## src/rtl/regfile_ctrl_pkg.sv

```systemverilog
`default_nettype none
// +--------------------------------------------------------------------------+
// | regfile_ctrl_pkg : shared state type and register-bank constants         |
// | Revision: 1.0                                                            |
// +--------------------------------------------------------------------------+
package regfile_ctrl_pkg;

  typedef enum logic [0:0] {
    ST_IDLE  = 1'b0,
    ST_CLEAR = 1'b1
  } state_t;

  localparam int NUM_REGS = 32;
  localparam int ZERO_REG = 0;
  localparam int LAST_REG = 31;

endpackage
`default_nettype wire

```

## src/rtl/rr_arbiter.sv

```systemverilog
`default_nettype none
// +--------------------------------------------------------------------------+
// | rr_arbiter : round-robin one-hot grant with a rotating priority pointer  |
// | Revision: 1.0                                                            |
// +--------------------------------------------------------------------------+
module rr_arbiter #(
  parameter int NUM_REQ = 3
) (
  input  logic                       clk,
  input  logic                       reset_n,
  input  logic [NUM_REQ-1:0]         req,
  input  logic                       enable,
  input  logic                       advance,
  output logic [NUM_REQ-1:0]         grant,
  output logic [$clog2(NUM_REQ)-1:0] grant_idx
);

  localparam int IDX_W = $clog2(NUM_REQ);

  logic [IDX_W-1:0] ptr;
  logic             found;
  int               j;

  // Scan upward from ptr with wrap-around; first valid requester wins.
  always_comb begin
    grant     = '0;
    grant_idx = '0;
    found     = 1'b0;
    j         = 0;
    for (int k = 0; k < NUM_REQ; k++) begin
      j = int'(ptr) + k;
      if (j >= NUM_REQ) j = j - NUM_REQ;
      if (enable && !found && req[j]) begin
        found     = 1'b1;
        grant[j]  = 1'b1;
        grant_idx = IDX_W'(j);
      end
    end
  end

  always_ff @(posedge clk or negedge reset_n) begin
    if (!reset_n) begin
      ptr <= '0;
    end else if (advance) begin
      ptr <= (grant_idx == IDX_W'(NUM_REQ - 1)) ? '0 : grant_idx + IDX_W'(1);
    end
  end

endmodule
`default_nettype wire

```

## src/rtl/regfile_write_arbiter.sv

```systemverilog
`default_nettype none
// +--------------------------------------------------------------------------+
// | regfile_write_arbiter : shares the register-bank write port, with clear  |
// | Revision: 1.0                                                            |
// +--------------------------------------------------------------------------+
module regfile_write_arbiter
  import regfile_ctrl_pkg::*;
#(
  parameter int NUM_REQ = 3,
  parameter int DATA_W  = 32,
  parameter int ADDR_W  = 5
) (
  input  logic                        clk,
  input  logic                        reset_n,
  input  logic [NUM_REQ-1:0]          req_valid,
  input  logic [NUM_REQ*ADDR_W-1:0]   req_addr,
  input  logic [NUM_REQ*DATA_W-1:0]   req_data,
  output logic [NUM_REQ-1:0]          req_ready,
  input  logic                        clear_start,
  output logic                        clear_busy,
  output logic                        clear_done,
  output logic                        RegWrite,
  output logic [ADDR_W-1:0]           WriteRegister,
  output logic [DATA_W-1:0]           WriteData,
  output logic [$clog2(NUM_REQ)-1:0]  grant_id
);

  localparam int IDX_W = $clog2(NUM_REQ);

  state_t              state, state_nxt;
  logic [ADDR_W-1:0]   clr_idx;
  logic                arb_en;
  logic                clear_go;
  logic                clear_last;
  logic                handshake;
  logic [NUM_REQ-1:0]  grant;
  logic [IDX_W-1:0]    gidx;
  logic [ADDR_W-1:0]   sel_addr;
  logic [DATA_W-1:0]   sel_data;

  rr_arbiter #(.NUM_REQ(NUM_REQ)) u_arb (
    .clk       (clk),
    .reset_n   (reset_n),
    .req       (req_valid),
    .enable    (arb_en),
    .advance   (handshake),
    .grant     (grant),
    .grant_idx (gidx)
  );

  assign req_ready = grant;
  assign handshake = |(req_valid & grant);
  assign sel_addr  = req_addr[gidx*ADDR_W +: ADDR_W];
  assign sel_data  = req_data[gidx*DATA_W +: DATA_W];

  always_ff @(posedge clk or negedge reset_n) begin
    if (!reset_n) state <= ST_IDLE;
    else          state <= state_nxt;
  end

  // clear_start in IDLE already counts as the first busy cycle (register 1 issued).
  always_comb begin
    state_nxt  = state;
    arb_en     = 1'b0;
    clear_busy = 1'b0;
    clear_go   = 1'b0;
    clear_last = 1'b0;
    case (state)
      ST_IDLE: begin
        if (clear_start) begin
          clear_busy = 1'b1;
          clear_go   = 1'b1;
          state_nxt  = ST_CLEAR;
        end else begin
          arb_en = 1'b1;
        end
      end
      ST_CLEAR: begin
        clear_busy = 1'b1;
        if (clr_idx == ADDR_W'(LAST_REG)) begin
          clear_last = 1'b1;
          state_nxt  = ST_IDLE;
        end
      end
      default: state_nxt = ST_IDLE;
    endcase
    if (!reset_n) begin
      arb_en     = 1'b0;
      clear_busy = 1'b0;
    end
  end

  always_ff @(posedge clk or negedge reset_n) begin
    if (!reset_n) begin
      RegWrite      <= 1'b0;
      WriteRegister <= '0;
      WriteData     <= '0;
      grant_id      <= '0;
      clear_done    <= 1'b0;
      clr_idx       <= '0;
    end else begin
      RegWrite   <= 1'b0;
      clear_done <= 1'b0;
      if (clear_go) begin
        RegWrite      <= 1'b1;
        WriteRegister <= ADDR_W'(1);
        WriteData     <= '0;
        clr_idx       <= ADDR_W'(2);
      end else if (state == ST_CLEAR) begin
        RegWrite      <= 1'b1;
        WriteRegister <= clr_idx;
        WriteData     <= '0;
        clr_idx       <= clr_idx + ADDR_W'(1);
        clear_done    <= clear_last;
      end else if (handshake) begin
        // Writes aimed at the zero register complete the handshake but are dropped.
        RegWrite      <= (sel_addr != ADDR_W'(ZERO_REG));
        WriteRegister <= sel_addr;
        WriteData     <= sel_data;
        grant_id      <= gidx;
      end
    end
  end

endmodule
`default_nettype wire
```

## config.mk

```make
export PLATFORM = sky130hd
export DESIGN_NAME = regfile_write_arbiter
export DESIGN_NICKNAME = d
export VERILOG_FILES = /design/src/rtl/regfile_ctrl_pkg.sv /design/src/rtl/rr_arbiter.sv /design/src/rtl/regfile_write_arbiter.sv
export SDC_FILE = /design/constraint.sdc
export NUM_CORES = 1
export LEC_CHECK = 0
export CAP_MARGIN = 20
export CORE_UTILIZATION = 30
export DETAILED_ROUTE_END_ITERATION = 10
export PLACE_DENSITY_LB_ADDON = 0.3
export SYNTH_ARGS = -nofsm -noshare
export SYNTH_HDL_FRONTEND = slang
export SYNTH_SLANG_ARGS = --single-unit
```

## constraint.sdc

```tcl
create_clock -name clk -period 3.05 [get_ports clk]
set_input_delay 0.4575 -clock clk [delete_from_list [all_inputs] [get_ports clk]]
set_output_delay 0.4575 -clock clk [all_outputs]
set_load 0.02 [all_outputs]
```

==> impl_results.md <==
* Post-Synthesis Cells at 316
* Clock root buffer: clkbuf_8
* Critical Path RT at 2.59 ns
* Syn_nets at 439
* Met3 wire length at 704 um
* Avg Synthesized Cell Area at 9.67 um2
* Clock latency on the worst-skew pair at 0.29 ns
* F_max at 341 MHz
* Clock buffer depth at 2
* Finish-stage setup viols at 0
* Reg clk slew, reported paths at 0.08 ns
* Startpoint class of the critical path: input port
* Post-synth top area cell: dfrtp_1
* Min-delay worst type: in2async
* First-pass GRT wire length at 15.4 mm
* Die area at 0.0106 mm2
* Area Overhead vs Synth at 65.8%
* Synth top area share at 0.401
* Cells on worst reg2reg path at 9
* Leak pwr at 2.01 nW
* Initial core utilization at 0.311
* Initial antenna violation count at 0
* Area contributors post-synth: dfrtp_1, mux2i_1, a22o_1
* Sequential-to-total area share from yosys stat at 0.401
* Post-route DRC at 0
* Kind of critical path: in2out
* Placement Rows at 36
* Worst Skew at 0.00355 ns
* Via Count at 3083
* Most used cell, CP: clkdlybuf4s50_1
* Share of cells above drive strength 1 at 0.101
* Met1 Wirelength at 4.16 mm
* Tot GR Track Use at 0.190
* Total Power at 2.24 mW
* DP Area at 0.00496 mm2
* Clk sinks at 49
* CP endpoint kind: primary output
* CTS H-tree lvls at 2
* RR Endpoint: WriteData[2]
* Most frequent cell after synthesis: dfrtp_1
* Register area at 0.00123 mm2
* Worst Max-Slew Pin Slew at 0.636 ns
* Ys async rst share at 1.00
* Post-synth top cells: dfrtp_1, nand2_1, a21oi_1, mux2i_1, a22o_1
* Peak VDD IR at 0.245 mV
* Vias in the first global route at 3177
* Fin crit share at 0.962
* Warnings from Yosys at 0
* CTS tree: done
* DRT antenna net count at 0
* Relative slew slack at 0.576
* Die X at 103 um
* Chip height at 103 um
* Via density at 5.00
* Crit-path max FO at 6
* DRT Pass-1 Iters at 6
* Highest metal used: met4
* HPWL Detailed at 7.53 mm
* Metal2 WL at 4.76 mm
* RSZ-0062 raised after global routing: no
* Reg2reg start: u_arb.ptr[1]
* Critical Path Sink: req_ready[2]
* Count of cell types in the netlist at 49
* Number of synthesized register bits at 49
* Nets at 607
* Multi-input gate area at 0.00176 mm2
* Setup TNS at 0 ns
* Post-synth top flop: dfrtp_1
* Flop-to-flop setup slack at 0.37 ns
* Final RePlAce weighted congestion at 0.787
* Delay of the slowest critical-path stage at 0.55 ns
* Final WS setup at 0.117 ns
* Core Area at 0.00982 mm2
* Status: finished, final reports clean
* DR iter-0 viols at 100
* GR Overflow Total at 0
* Post-route cell area at 0.00506 mm2
* Final hold violation count at 0
* Dpl ws at 0.0585 ns
* Post-synth EDFFs at 0
* WL final at 9.74 mm
* # diodes at 0
* Total CTS buffers at 5
* Port Buffers at 161
* PD cells at 443 mW/mm2
* CP Cell Sequence: clkdlybuf4s50_1 -> nor2b_1 -> a211o_1 -> a311oi_2 -> nor2_1 -> clkdlybuf4s50_1
* Period minus WS final at 2.93 ns
* Slew Viols, Final at 0
* Post-Syn Area at 0.00305 mm2
* CP max-delay cell: clkdlybuf4s50_1
* Fillers at 950
* DR WL/cell at 15.8 um
* Largest net degree at the start of global routing at 51
* Critical Path Start: req_valid[0]
* Arrival time worst endpoint at 2.48 ns
* Number of max-cap violations at 0
* I/O Pins at 162
## metrics by stage
step	hold slack (ns)	util	cells
final	0.362	0.516	616
after global routing	0.428	0.516	616
after CTS	0.395	0.513	616
after detailed placement	0.483	0.505	610
after global placement	0.476	0.505	610
after floorplan	0.162	-	316
## cells in the final DEF (no fill, tap or decap), types with 2 or more instances in the layout
cell and count:
o211ai_2 2, clkbuf_8 5, o21ai_0 6, nor3_1 2
buf_12 4, ha_2 3, a21oi_1 34, buf_4 17
inv_1 7, dfrtp_1 49, a211oi_1 4, a22o_1 35
mux2i_1 35, and3_1 2, a21o_1 3, clkdlybuf4s50_1 158
nand2_1 47, nor3b_2 2, mux2_1 4, o21ai_1 3
a21oi_4 2, nand3_1 3, a31oi_1 3, nand2b_1 3
nor2_1 4, and2_1 2, ha_1 3, o41a_1 2
nor2b_1 7, o211ai_1 2
## layer usage
metal | vias up | track usage
met1 | 1440 | 0.222
met5 | - | 0
met2 | 130 | 0.348
li1 | 1503 | -
met4 | 0 | 0.0444
met3 | 10 | 0.0475
## state kept, by name (all words and copies together) (netlist names)
signal	cells
clr_idx	5
clear_done	1
grant_id	2
RegWrite	1
u_arb.ptr	2
state	1
WriteRegister	5
WriteData	32
## report_power, final
group	leakage (nW)	switching, mW	internal [mW]
Combinational	1.32	0.524	0.543
Sequential	0.650	0.0760	0.746
Clock	0.0399	0.201	0.151
Total	2.01	0.801	1.44
## area by class of cell
cell class | count | share of cell area
Clock buffer | 5 | 0.0136
Sequential cell | 49 | 0.242
Tap cell | 133 | 0.0329
Multi-Input combinational cell | 239 | 0.347
Inverter | 7 | 0.00519
Clock inverter | 1 | 0.000989
Timing Repair Buffer | 182 | 0.358
## worst min-delay path by stage
stage	startpoint	end	slack, ns	cells past startpoint
after CTS	reset_n	u_arb.ptr[1]	0.39	2
after detailed placement	grant_id[0]	grant_id[0]	0.48	1
after global placement	grant_id[0]	grant_id[0]	0.48	1
final	reset_n	grant_id[0]	0.36	2
after floorplan	reset_n	RegWrite	0.16	0
after global routing	reset_n	u_arb.ptr[0]	0.43	2
## kinds of logic after synthesis
logic type	share of synthesized area
AND/OR/NAND/NOR	0.127
buffers and inverters	0.0442
multiplexers	0.133
XOR/XNOR	0.00287
AO/OA/AOI/OAI	0.268
flip-flops	0.401
adder cells (fa/ha/maj)	0.0246
## timing repair
item | in CTS | in global routing
setup buffers | 0 | 0
setup endpoints to repair | 2 | 2
resized for setup | 3 | 9
pin swaps | 0 | 0
hold buffers | 0 | 0
## worst max-delay path, delay by kind of cell
kind,cells,cell delay [ns]
AOI/OAI and AO/OA,2,0.61
buffers and inverters,2,1.10
and+or+nand+nor,2,0.30
Power figures use the tool's default switching activity.
